## src/rtl/fetch_bundle_unit.sv

```systemverilog
// Fetch stage: issues one word PC per cycle and packs BUNDLE_WORDS words into a bundle queued toward decode.
// Latency: with hits every cycle the first bundle is visible BUNDLE_WORDS cycles after its first fetch.
// Backpressure: a full bundle FIFO stalls fetch on the last word; a redirect flushes the FIFO and the partial bundle.
module fetch_bundle_unit #(
    parameter int          BUNDLE_WORDS = 2,
    parameter int          FIFO_DEPTH   = 2,
    parameter logic [31:0] RESET_PC     = 32'h0
) (
    input  logic                      clk,
    input  logic                      reset,
    output logic [31:0]               imem_pc,
    input  logic                      imem_hit,
    input  logic [31:0]               imem_word,
    input  logic                      redirect_valid,
    input  logic [31:0]               redirect_pc,
    output logic                      bundle_valid,
    input  logic                      bundle_ready,
    output logic [32*BUNDLE_WORDS-1:0] bundle,
    output logic [31:0]               bundle_pc,
    output logic [15:0]               miss_count
);

    localparam int BW  = BUNDLE_WORDS;
    localparam int BWB = 32 * BW;
    localparam int ASB = 32 * (BW - 1);
    localparam int WW  = (BW > 1) ? $clog2(BW) : 1;
    localparam int PW  = (FIFO_DEPTH > 1) ? $clog2(FIFO_DEPTH) : 1;
    localparam int CW  = $clog2(FIFO_DEPTH + 1);

    localparam logic [WW-1:0] WIDX_LAST = WW'(BW - 1);
    localparam logic [CW-1:0] DEPTH_C   = CW'(FIFO_DEPTH);
    localparam logic [PW-1:0] PTR_LAST  = PW'(FIFO_DEPTH - 1);

    logic [31:0]    fetch_pc_q, fetch_pc_d;
    logic [WW-1:0]  widx_q, widx_d;
    logic [ASB-1:0] asm_q, asm_d;
    logic [31:0]    start_pc_q, start_pc_d;
    logic [CW-1:0]  count_q, count_d;
    logic [PW-1:0]  rd_ptr_q, rd_ptr_d;
    logic [PW-1:0]  wr_ptr_q, wr_ptr_d;
    logic [15:0]    miss_q, miss_d;
    logic [BWB-1:0] fifo_dat_q [FIFO_DEPTH];
    logic [BWB-1:0] fifo_dat_d [FIFO_DEPTH];
    logic [31:0]    fifo_pc_q  [FIFO_DEPTH];
    logic [31:0]    fifo_pc_d  [FIFO_DEPTH];

    logic full, last, pop, capture, push;

    always_comb begin
        full    = (count_q == DEPTH_C);
        last    = (widx_q == WIDX_LAST);
        pop     = (count_q != '0) && bundle_ready;
        // full is the registered count, so a pop this cycle does not free room for the last word
        capture = imem_hit && (!last || !full);
        push    = capture && last;

        fetch_pc_d = fetch_pc_q;
        widx_d     = widx_q;
        asm_d      = asm_q;
        start_pc_d = start_pc_q;
        count_d    = count_q;
        rd_ptr_d   = rd_ptr_q;
        wr_ptr_d   = wr_ptr_q;
        miss_d     = miss_q;
        fifo_dat_d = fifo_dat_q;
        fifo_pc_d  = fifo_pc_q;

        if (!imem_hit && miss_q != 16'hFFFF) begin
            miss_d = miss_q + 16'd1;
        end

        if (redirect_valid) begin
            fetch_pc_d = redirect_pc;
            widx_d     = '0;
            count_d    = '0;
            rd_ptr_d   = '0;
            wr_ptr_d   = '0;
        end else begin
            if (capture) begin
                fetch_pc_d = fetch_pc_q + 32'd1;
                for (int s = 0; s < BW - 1; s++) begin
                    if (widx_q == WW'(s)) begin
                        asm_d[s*32 +: 32] = imem_word;
                    end
                end
                if (widx_q == '0) begin
                    start_pc_d = fetch_pc_q;
                end
                widx_d = last ? '0 : widx_q + WW'(1);
            end
            if (push) begin
                fifo_dat_d[wr_ptr_q] = {imem_word, asm_q};
                fifo_pc_d[wr_ptr_q]  = start_pc_q;
                wr_ptr_d = (wr_ptr_q == PTR_LAST) ? '0 : wr_ptr_q + PW'(1);
            end
            if (pop) begin
                rd_ptr_d = (rd_ptr_q == PTR_LAST) ? '0 : rd_ptr_q + PW'(1);
            end
            if (push && !pop) begin
                count_d = count_q + CW'(1);
            end else if (!push && pop) begin
                count_d = count_q - CW'(1);
            end
        end
    end

    always_ff @(posedge clk or negedge reset) begin
        if (!reset) begin
            fetch_pc_q <= RESET_PC;
            widx_q     <= '0;
            asm_q      <= '0;
            start_pc_q <= '0;
            count_q    <= '0;
            rd_ptr_q   <= '0;
            wr_ptr_q   <= '0;
            miss_q     <= '0;
            for (int i = 0; i < FIFO_DEPTH; i++) begin
                fifo_dat_q[i] <= '0;
                fifo_pc_q[i]  <= '0;
            end
        end else begin
            fetch_pc_q <= fetch_pc_d;
            widx_q     <= widx_d;
            asm_q      <= asm_d;
            start_pc_q <= start_pc_d;
            count_q    <= count_d;
            rd_ptr_q   <= rd_ptr_d;
            wr_ptr_q   <= wr_ptr_d;
            miss_q     <= miss_d;
            fifo_dat_q <= fifo_dat_d;
            fifo_pc_q  <= fifo_pc_d;
        end
    end

    assign imem_pc      = fetch_pc_q;
    assign bundle_valid = (count_q != '0);
    assign bundle       = fifo_dat_q[rd_ptr_q];
    assign bundle_pc    = fifo_pc_q[rd_ptr_q];
    assign miss_count   = miss_q;

endmodule

```

## config.mk

```make
export PLATFORM = sky130hd
export DESIGN_NAME = fetch_bundle_unit
export DESIGN_NICKNAME = d
export VERILOG_FILES = /design/src/rtl/fetch_bundle_unit.sv
export SDC_FILE = /design/constraint.sdc
export NUM_CORES = 1
export LEC_CHECK = 0
export ABC_AREA = 1
export ABC_CLOCK_PERIOD_IN_PS = 2050
export BUFFER_PORTS_ARGS = -buffer_cell sky130_fd_sc_hd__buf_4
export CORE_MARGIN = 2
export CORE_UTILIZATION = 40
export CTS_CLUSTER_SIZE = 14
export DETAILED_ROUTE_END_ITERATION = 16
export GPL_ROUTABILITY_DRIVEN = 0
export RECOVER_POWER = 100
export SYNTH_ARGS = -nofsm -noshare
export SYNTH_HDL_FRONTEND = slang
export SYNTH_SLANG_ARGS = --single-unit
export TNS_END_PERCENT = 50
```

## constraint.sdc

```tcl
create_clock -name clk -period 2.05 [get_ports clk]
set_clock_uncertainty 0.1 [all_clocks]
set_input_delay 0.205 -clock clk [delete_from_list [all_inputs] [get_ports clk]]
set_output_delay 0.205 -clock clk [all_outputs]
set_load 0.03 [all_outputs]
```

==> results of run 1 <==
-- cells in the mapped netlist --
library cell and number:
nand4_1 4, buf_2 38, inv_2 4, nand3_2 2
a21oi_2 1, nor2_1 72, dfrtp_1 309, and2_1 1
buf_4 2, o21ai_1 22, buf_1 5, nand3_1 62
a31oi_1 1, a21oi_1 14, inv_1 152, xor2_1 15
o21ai_0 241, nand2_1 755, nor2_2 5, nor3_1 7
ha_1 2, o211ai_1 3, a211oi_1 1, buf_6 1
nand2_2 3, xnor2_1 6, a31oi_2 1, clkbuf_1 42
nor2_4 1, o21ai_2 3
-- kinds of logic (layout without fill, tap and decap cells) --
family / Yosys count / in the layout / share of synthesized area (%)
AOI/OAI and AO/OA: 287 / 287 / 10.5
xor gates and xnor gates: 21 / 21 / 1.32
adders and majority gates: 2 / 2 / 0.179
buffers and inverters: 244 / 550 / 7.01
DFF: 309 / 309 / 55.4
and+or+nand+nor: 912 / 912 / 25.5
-- report_power, final --
part / total (µW) / switching (µW) / internal, µW
registers: 8630 / 1050 / 7580
clock network: 6310 / 2430 / 3880
logic: 8710 / 5160 / 3560
total: 23700 / 8630 / 15000
-- final cells by class --
type,count,area [µm²],share of cell area [%]
clock buffer,51,1080,5.69
clock inverter,7,87.6,0.462
inverter,156,601,3.17
multi-input combinational,1222,5630,29.7
sequential,309,7740,40.8
tap,455,569,3.01
timing repair buffer,336,3240,17.1
-- sequential cells by signal, indices dropped and copies added (netlist names) --
signal / count
fifo_dat_q: 128
fifo_pc_q: 64
asm_q: 32
imem_pc: 32
start_pc_q: 32
miss_count: 16
count_q: 2
last: 1
rd_ptr_q: 1
wr_ptr_q: 1
-- path summary, 6_finish.rpt --
kind	end	cells after the start	slack, ps	from
max	bundle[36]	6	-30	rd_ptr_q$_DFFE_PN0P_
min	imem_pc[8]$_DFFE_PN0P_	5	30	redirect_pc[8]
max reg2reg	fifo_dat_q[86]$_DFFE_PN0P_	8	100	count_q[0]$_DFFE_PN0P_
min reg2reg	asm_q[19]$_DFFE_PN0P_	2	380	asm_q[19]$_DFFE_PN0P_
max in group asynchronous	fifo_dat_q[54]$_DFFE_PN0P_	3	300	reset
min in group asynchronous	fifo_dat_q[8]$_DFFE_PN0P_	2	480	reset
-- per-stage QoR --
stage | area, µm² | hold slack, ps | total power (µW) | setup slack [ps] | util (%)
floorplan | 14000 | -191 | 12900 | 117 | -
global placement | 16200 | 84.1 | 15700 | 55.8 | 47.1
detailed placement | 16200 | 84.6 | 15800 | -23.3 | 47.1
CTS | 18300 | 19.9 | 22600 | -6.24 | 53.1
global route | 18900 | 56.1 | 25000 | -131 | 55.0
finish | 18900 | 27.0 | 23700 | -33.5 | 55.0
-- worst reg2reg max path: stages, from the launching register on --
cell and delay (ps):
dfrtp_1 380, inv_1 100, a21oi_1 170, nand2_1 120, inv_2 130, nand2_8 140
clkbuf_8 330, nand2_1 230, o21ai_0 110
-- layer usage --
| metal | global-route usage (%) | wire, µm | up-vias |
|---|---|---|---|
| met4 | 5.16 | 738 | 0 |
| met1 | 29.7 | 18400 | 5685 |
| met5 | 0 | 0 | - |
| li1 | - | - | 6116 |
| met2 | 31.8 | 17500 | 337 |
| met3 | 3.59 | 2100 | 53 |
-- repair_timing --
item,CTS,global route
hold buffers,66,0
hold endpoints to repair,324,0
resized for setup,34,198
gates cloned,2,11
setup buffers,6,4
setup endpoints to repair,110,112
pin swaps,0,25
==> summary.md, run 1 <==
| Metric | Value |
|---|---|
| Worst Max-Slew Pin Slew | 1400 ps |
| First-pass GRT wire length | 60000 µm |
| # port buffers | 213 |
| CTS sink cnt | 309 |
| Critical Path Source Type | flip-flop |
| Peak VDD IR | 0.837 mV |
| Netlist cell types | 30 |
| Final hold viol count | 0 |
| I/O Pins | 214 |
| Worst skew pair latency | 500 ps |
| Horiz. Die Dim | 191 µm |
| Core Region | 34500 µm² |
| Number of remaining DRC errors | 0 |
| Initial antenna violation count | 0 |
| ANT cells | 0 |
| WL/cell | 15.3 µm |
| Syn Inst Count | 1775 |
| Total CTS buffers | 36 |
| Status | finished with violations |
| Yosys reg bits | 309 |
| Synth area leader | dfrtp_1 |
| DR vias/cell | 4.81 |
| Starting density of the core | 40.5% |
| Hold Crit Class | input port to flip-flop |
| Power per cell area | 1250 nW/µm² |
| Synth warn | 0 |
| Failing checks | setup timing |
| Pin count of the biggest net entering global routing | 99 |
| Proportion of layout cells with a drive suffix above 1 | 18.6% |
| Vias in the first global route | 11400 |
| Initial DRC count | 697 |
| Post-Syn Area | 14000 µm² |
| Row Count | 68 |
| Fin nets | 2132 |
| Post-DRT Antenna Nets | 0 |
| Htree depth | 2 |
| Total number of vias | 12200 |
| WP buf/inv | 4 |
| Max Clock Freq | 480 MHz |
| Detailed placement HPWL | 23600 µm |
| Post-layout minimum cycle time | 2080 ps |
| Critical-path top delay cell | dfrtp_4 |
| Crit-path cells | clkinv_8 -> buf_12 -> clkbuf_16 -> nand2_4 -> nand2_2 -> buf_6 |
| Max-Cap Viols | 0 |
| Area grow syn2layout | 35.7% |
| WP data arrival | 1780 ps |
| CTS tree | yes |
| Worst stage delay on the critical path | 540 ps |
| Worst slew margin | 6.94% |
| Total gr overflow | 0 |
| Setup WS post-layout | -33.5 ps |
| Tot GR Track Use | 20.5% |
| Commonest non-fill, non-tap cell in the layout | nand2_1 |
| Area share of the largest cell type after synthesis | 55.4% |
| CP Max Fanout | 8 |
| # setup viols final | 21 |
| Setup TNS | -354 ps |
| Most frequent cells in the layout | 661 x nand2_1, 308 x dfrtp_1, 246 x o21ai_0 |
| Final slew viol count | 0 |
| Period utilisation layout | 102% |
| Non-filler cells, final | 2536 |
| Worst-path clk slew | 60 ps |
| Longest Clk Path Bufs | 3 |
| Synth top area cells | dfrtp_1 55%, nand2_1 20%, o21ai_0 8.6%, inv_1 4.1%, nand3_1 2.2% |
| DIE HEIGHT | 191 µm |
| Cells after DPL | 2389 |
| Req. time, crit path | 1750 ps |
| Fill count | 3207 |
| Post-Syn Nets | 1846 |
| Delay-heaviest family, CP | buffers and inverters |
| Drt first pass iters | 5 |
| Die ar. | 36400 µm² |
| Seq/Total Area, Yosys | 55.4% |
| WL final | 38700 µm |
| Clk Tree Root Cell | clkbuf_16 |
| Syn_area_per_cell | 7.86 µm² |
| Critical Path Sink Type | output pin |
| RSZ-0062 raised after global routing | true |
| Crit path kind | flip-flop to output pin |
| Leak Pwr | 0.00944 µW |
(Power assumes the default switching activity.)
==> run 2, diff against run 1 <==
--- a/config.mk
+++ b/config.mk
@@ -6,7 +6,7 @@
 export NUM_CORES = 1
 export LEC_CHECK = 0
 export ABC_AREA = 1
-export ABC_CLOCK_PERIOD_IN_PS = 2050
+export ABC_CLOCK_PERIOD_IN_PS = 1700
 export BUFFER_PORTS_ARGS = -buffer_cell sky130_fd_sc_hd__buf_4
 export CORE_MARGIN = 2
 export CORE_UTILIZATION = 40
==> constraint.sdc (replaced) <==
create_clock -name clk -period 1.7 [get_ports clk]
set_clock_uncertainty 0.1 [all_clocks]
set_input_delay 0.17 -clock clk [delete_from_list [all_inputs] [get_ports clk]]
set_output_delay 0.17 -clock clk [all_outputs]
set_load 0.03 [all_outputs]
==> run 2 against run 1 <==
Effect of this change:
- the flow still finishes with violations (setup timing)
- register-to-register slack lost 270 ps
- core utilization grew 1.2 points
- sequential cell count is the same
- global-route usage grew 0.45 points
- critical path depth shrank 1
- cell area grew 2.3%
- sequential power grew 19%
- largest cell class unchanged
==> summary.md, run 2 (same netlist as run 1, synthesis figures left out) <==
| Metric | Value |
|---|---|
| Status | finished with violations |
| Failing checks | setup timing |
| Hold wc startpoint | redirect_valid |
| Critical-path top delay cell | dfrtp_4 |
| Longest Clk Path Bufs | 3 (unchanged) |
| Max Clock Freq | 508 MHz |
| # port buffers | 213 (unchanged) |
| CP Max Fanout | 8 (unchanged) |
| Post-layout minimum cycle time | 1970 ps |
| FF-to-FF End | fifo_dat_q[73]$_DFFE_PN0P_ |
| R2R cell count | 7 (-1) |
| Internal reg-to-reg setup slack | -170 ps (-270 ps) |
| Drt first pass iters | 5 (unchanged) |
| Max reg flops | 128 (unchanged) |
| Commonest non-fill, non-tap cell in the layout | nand2_1 |
| ANT cells | 0 (unchanged) |
| Horiz. Die Dim | 191 µm (unchanged) |
| Setup WS post-layout | -270 ps (-236 ps) |
| Worst stage delay on the critical path | 560 ps (+20 ps) |
| Tot GR Track Use | 20.9% (+0.45 points) |
| Row Count | 68 (unchanged) |
| WP data arrival | 1700 ps (-80 ps) |
| Hold Crit Depth | 4 (-1) |
| Hold WS | 42.9 ps (+15.9 ps) |
| Hold Crit Class | input port to flip-flop |
| M3 GR Usage | 3.17% (-0.42 points) |
| Initial antenna violation count | 0 (unchanged) |
| Total CTS buffers | 35 (-2.8%) |
| Clk Tree Root Cell | clkbuf_16 |
| Critical Path Sink Type | output pin |
| Total number of vias | 12500 (+2.3%) |
| Period utilisation layout | 116% |
| Req. time, crit path | 1430 ps (-320 ps) |
| I/O Pins | 214 (unchanged) |
| Crit path kind | flip-flop to output pin |
| Max-Cap Viols | 0 (unchanged) |
| Detailed placement HPWL | 24200 µm (+2.6%) |
| Biggest regs | fifo_dat_q x128, fifo_pc_q x64 |
| Most frequent cells in the layout | 629 x nand2_1, 304 x dfrtp_1, 227 x o21ai_0 |
| Power per cell area | 1440 nW/µm² (+15%) |
| Setup TNS | -26990 ps (-26630 ps) |
| Fin nets | 2167 (+1.6%) |
| Number of remaining DRC errors | 0 (unchanged) |
| Die ar. | 36400 µm² (unchanged) |
| Hold Path End | wr_ptr_q$_DFFE_PN0P_ |
| Pin count of the biggest net entering global routing | 81 (-18%) |
| Worst Max-Slew Pin Slew | 1310 ps (-86.3 ps) |
| Initial DRC count | 680 (-2.4%) |
| Met2 usage | 33.0% (+1.2 points) |
| # setup viols final | 188 (+800%) |
| Critical Path Source Type | flip-flop |
| Launch point of the worst reg-to-reg path | count_q[0]$_DFFE_PN0P_ |
| Core Region | 34500 µm² (unchanged) |
| Peak VDD IR | 0.832 mV (-0.61%) |
| WL final | 39200 µm (+1.4%) |
| Crit-path cells | buf_12 -> clkbuf_16 -> nand2_1 -> nand2_1 -> buf_6 |
| Starting density of the core | 40.5% (unchanged) |
| Post-DRT Antenna Nets | 0 (unchanged) |
| Htree depth | 2 (unchanged) |
| Worst-path clk slew | 60 ps (about the same) |
| Critical path's most frequent cell | nand2_1 |
| Total gr overflow | 0 (unchanged) |
| Worst skew pair latency | 500 ps (about the same) |
| DP Worst Slack | -31.4 ps (-8.02 ps) |
| First-pass GRT wire length | 61500 µm (+2.5%) |
| Area grow syn2layout | 38.8% |
| RSZ-0062 raised after global routing | true |
| Vias in the first global route | 11900 (+4.8%) |
| CTS sink cnt | 309 (unchanged) |
| CTS tree | yes |
| Top reg by flops | fifo_dat_q |
| Proportion of layout cells with a drive suffix above 1 | 23.4% (+4.8 points) |
| Worst slew margin | 12.7% (+5.8 points) |
| Met1 usage | 30.4% (+0.69 points) |
| Busiest grt layer | met2 |
| Final slew viol count | 0 (unchanged) |
| DR vias/cell | 4.84 (+0.75%) |
| DIE HEIGHT | 191 µm (unchanged) |
| Final hold viol count | 0 (unchanged) |
| WL/cell | 15.2 µm (-0.19%) |
| Leak Pwr | 0.00983 µW (+4.1%) |
| Final Power | 27900 µW (+18%) |
-- run 2: final cells by class --
type / count / area, µm²
clock buffers: 54 / 1020
flip-flops and latches: 309 / 7740
inverters: 156 / 609
well taps: 455 / 569
repair buffers: 371 / 3590
clock inverters: 8 / 48.8
multi-input cells: 1223 / 5790
fillers: 3220 / 15100
-- run 2: worst max path at each step --
| stage | end | depth (start not counted) | startpoint |
|---|---|---|---|
| 2_1_floorplan | miss_count[9]$_DFFE_PN0P_ | 11 | miss_count[0]$_DFFE_PN0P_ |
| 3_3_place_gp | fifo_dat_q[41]$_DFFE_PN0P_ | 7 | count_q[0]$_DFFE_PN0P_ |
| 3_5_place_dp | fifo_dat_q[30]$_DFFE_PN0P_ | 7 | count_q[0]$_DFFE_PN0P_ |
| 4_1_cts | bundle[21] | 6 | rd_ptr_q$_DFFE_PN0P_ |
| 5_1_grt | fifo_dat_q[73]$_DFFE_PN0P_ | 8 | count_q[0]$_DFFE_PN0P_ |
| 6_report | bundle[63] | 5 | rd_ptr_q$_DFFE_PN0P_ |
-- run 2: critical path, delay by kind of cell (launching register included) --
kind,cells,cell delay [ps]
buffers and inverters,3,510
and+or+nand+nor,2,130
DFF,1,560
-- run 2: where the power goes --
| part | switching [µW] | total [µW] | leakage (µW) | internal [µW] |
|---|---|---|---|---|
| combinational | 6260 | 10500 | 0.00532 | 4210 |
| sequential | 1170 | 10300 | 0.00399 | 9150 |
| clock | 2940 | 7060 | 0.000520 | 4120 |
-- run 2: what timing repair did --
item                       CTS  global route
hold buffers                67             0
resized for setup          147           167
cloned                       5            10
hold endpoints to repair   439             0
pin swaps                    1            41
setup endpoints to repair  125           285
buffers inserted             4             8
-- run 2: layer usage --
metal,part of all wire (%),vias up
met5,0,-
met4,1.9,0
met3,4.8,53
met2,46,328
met1,48,5908
li1,-,6187
-- run 2: per-stage QoR --
stage / instances / area (µm²) / util (%)
CTS: 2559 / 18900 / 54.8
floorplan: 1775 / 14000 / -
global route: 2576 / 19400 / 56.2
global placement: 2422 / 16500 / 47.8
detailed placement: 2422 / 16500 / 47.8
finish: 2576 / 19400 / 56.2
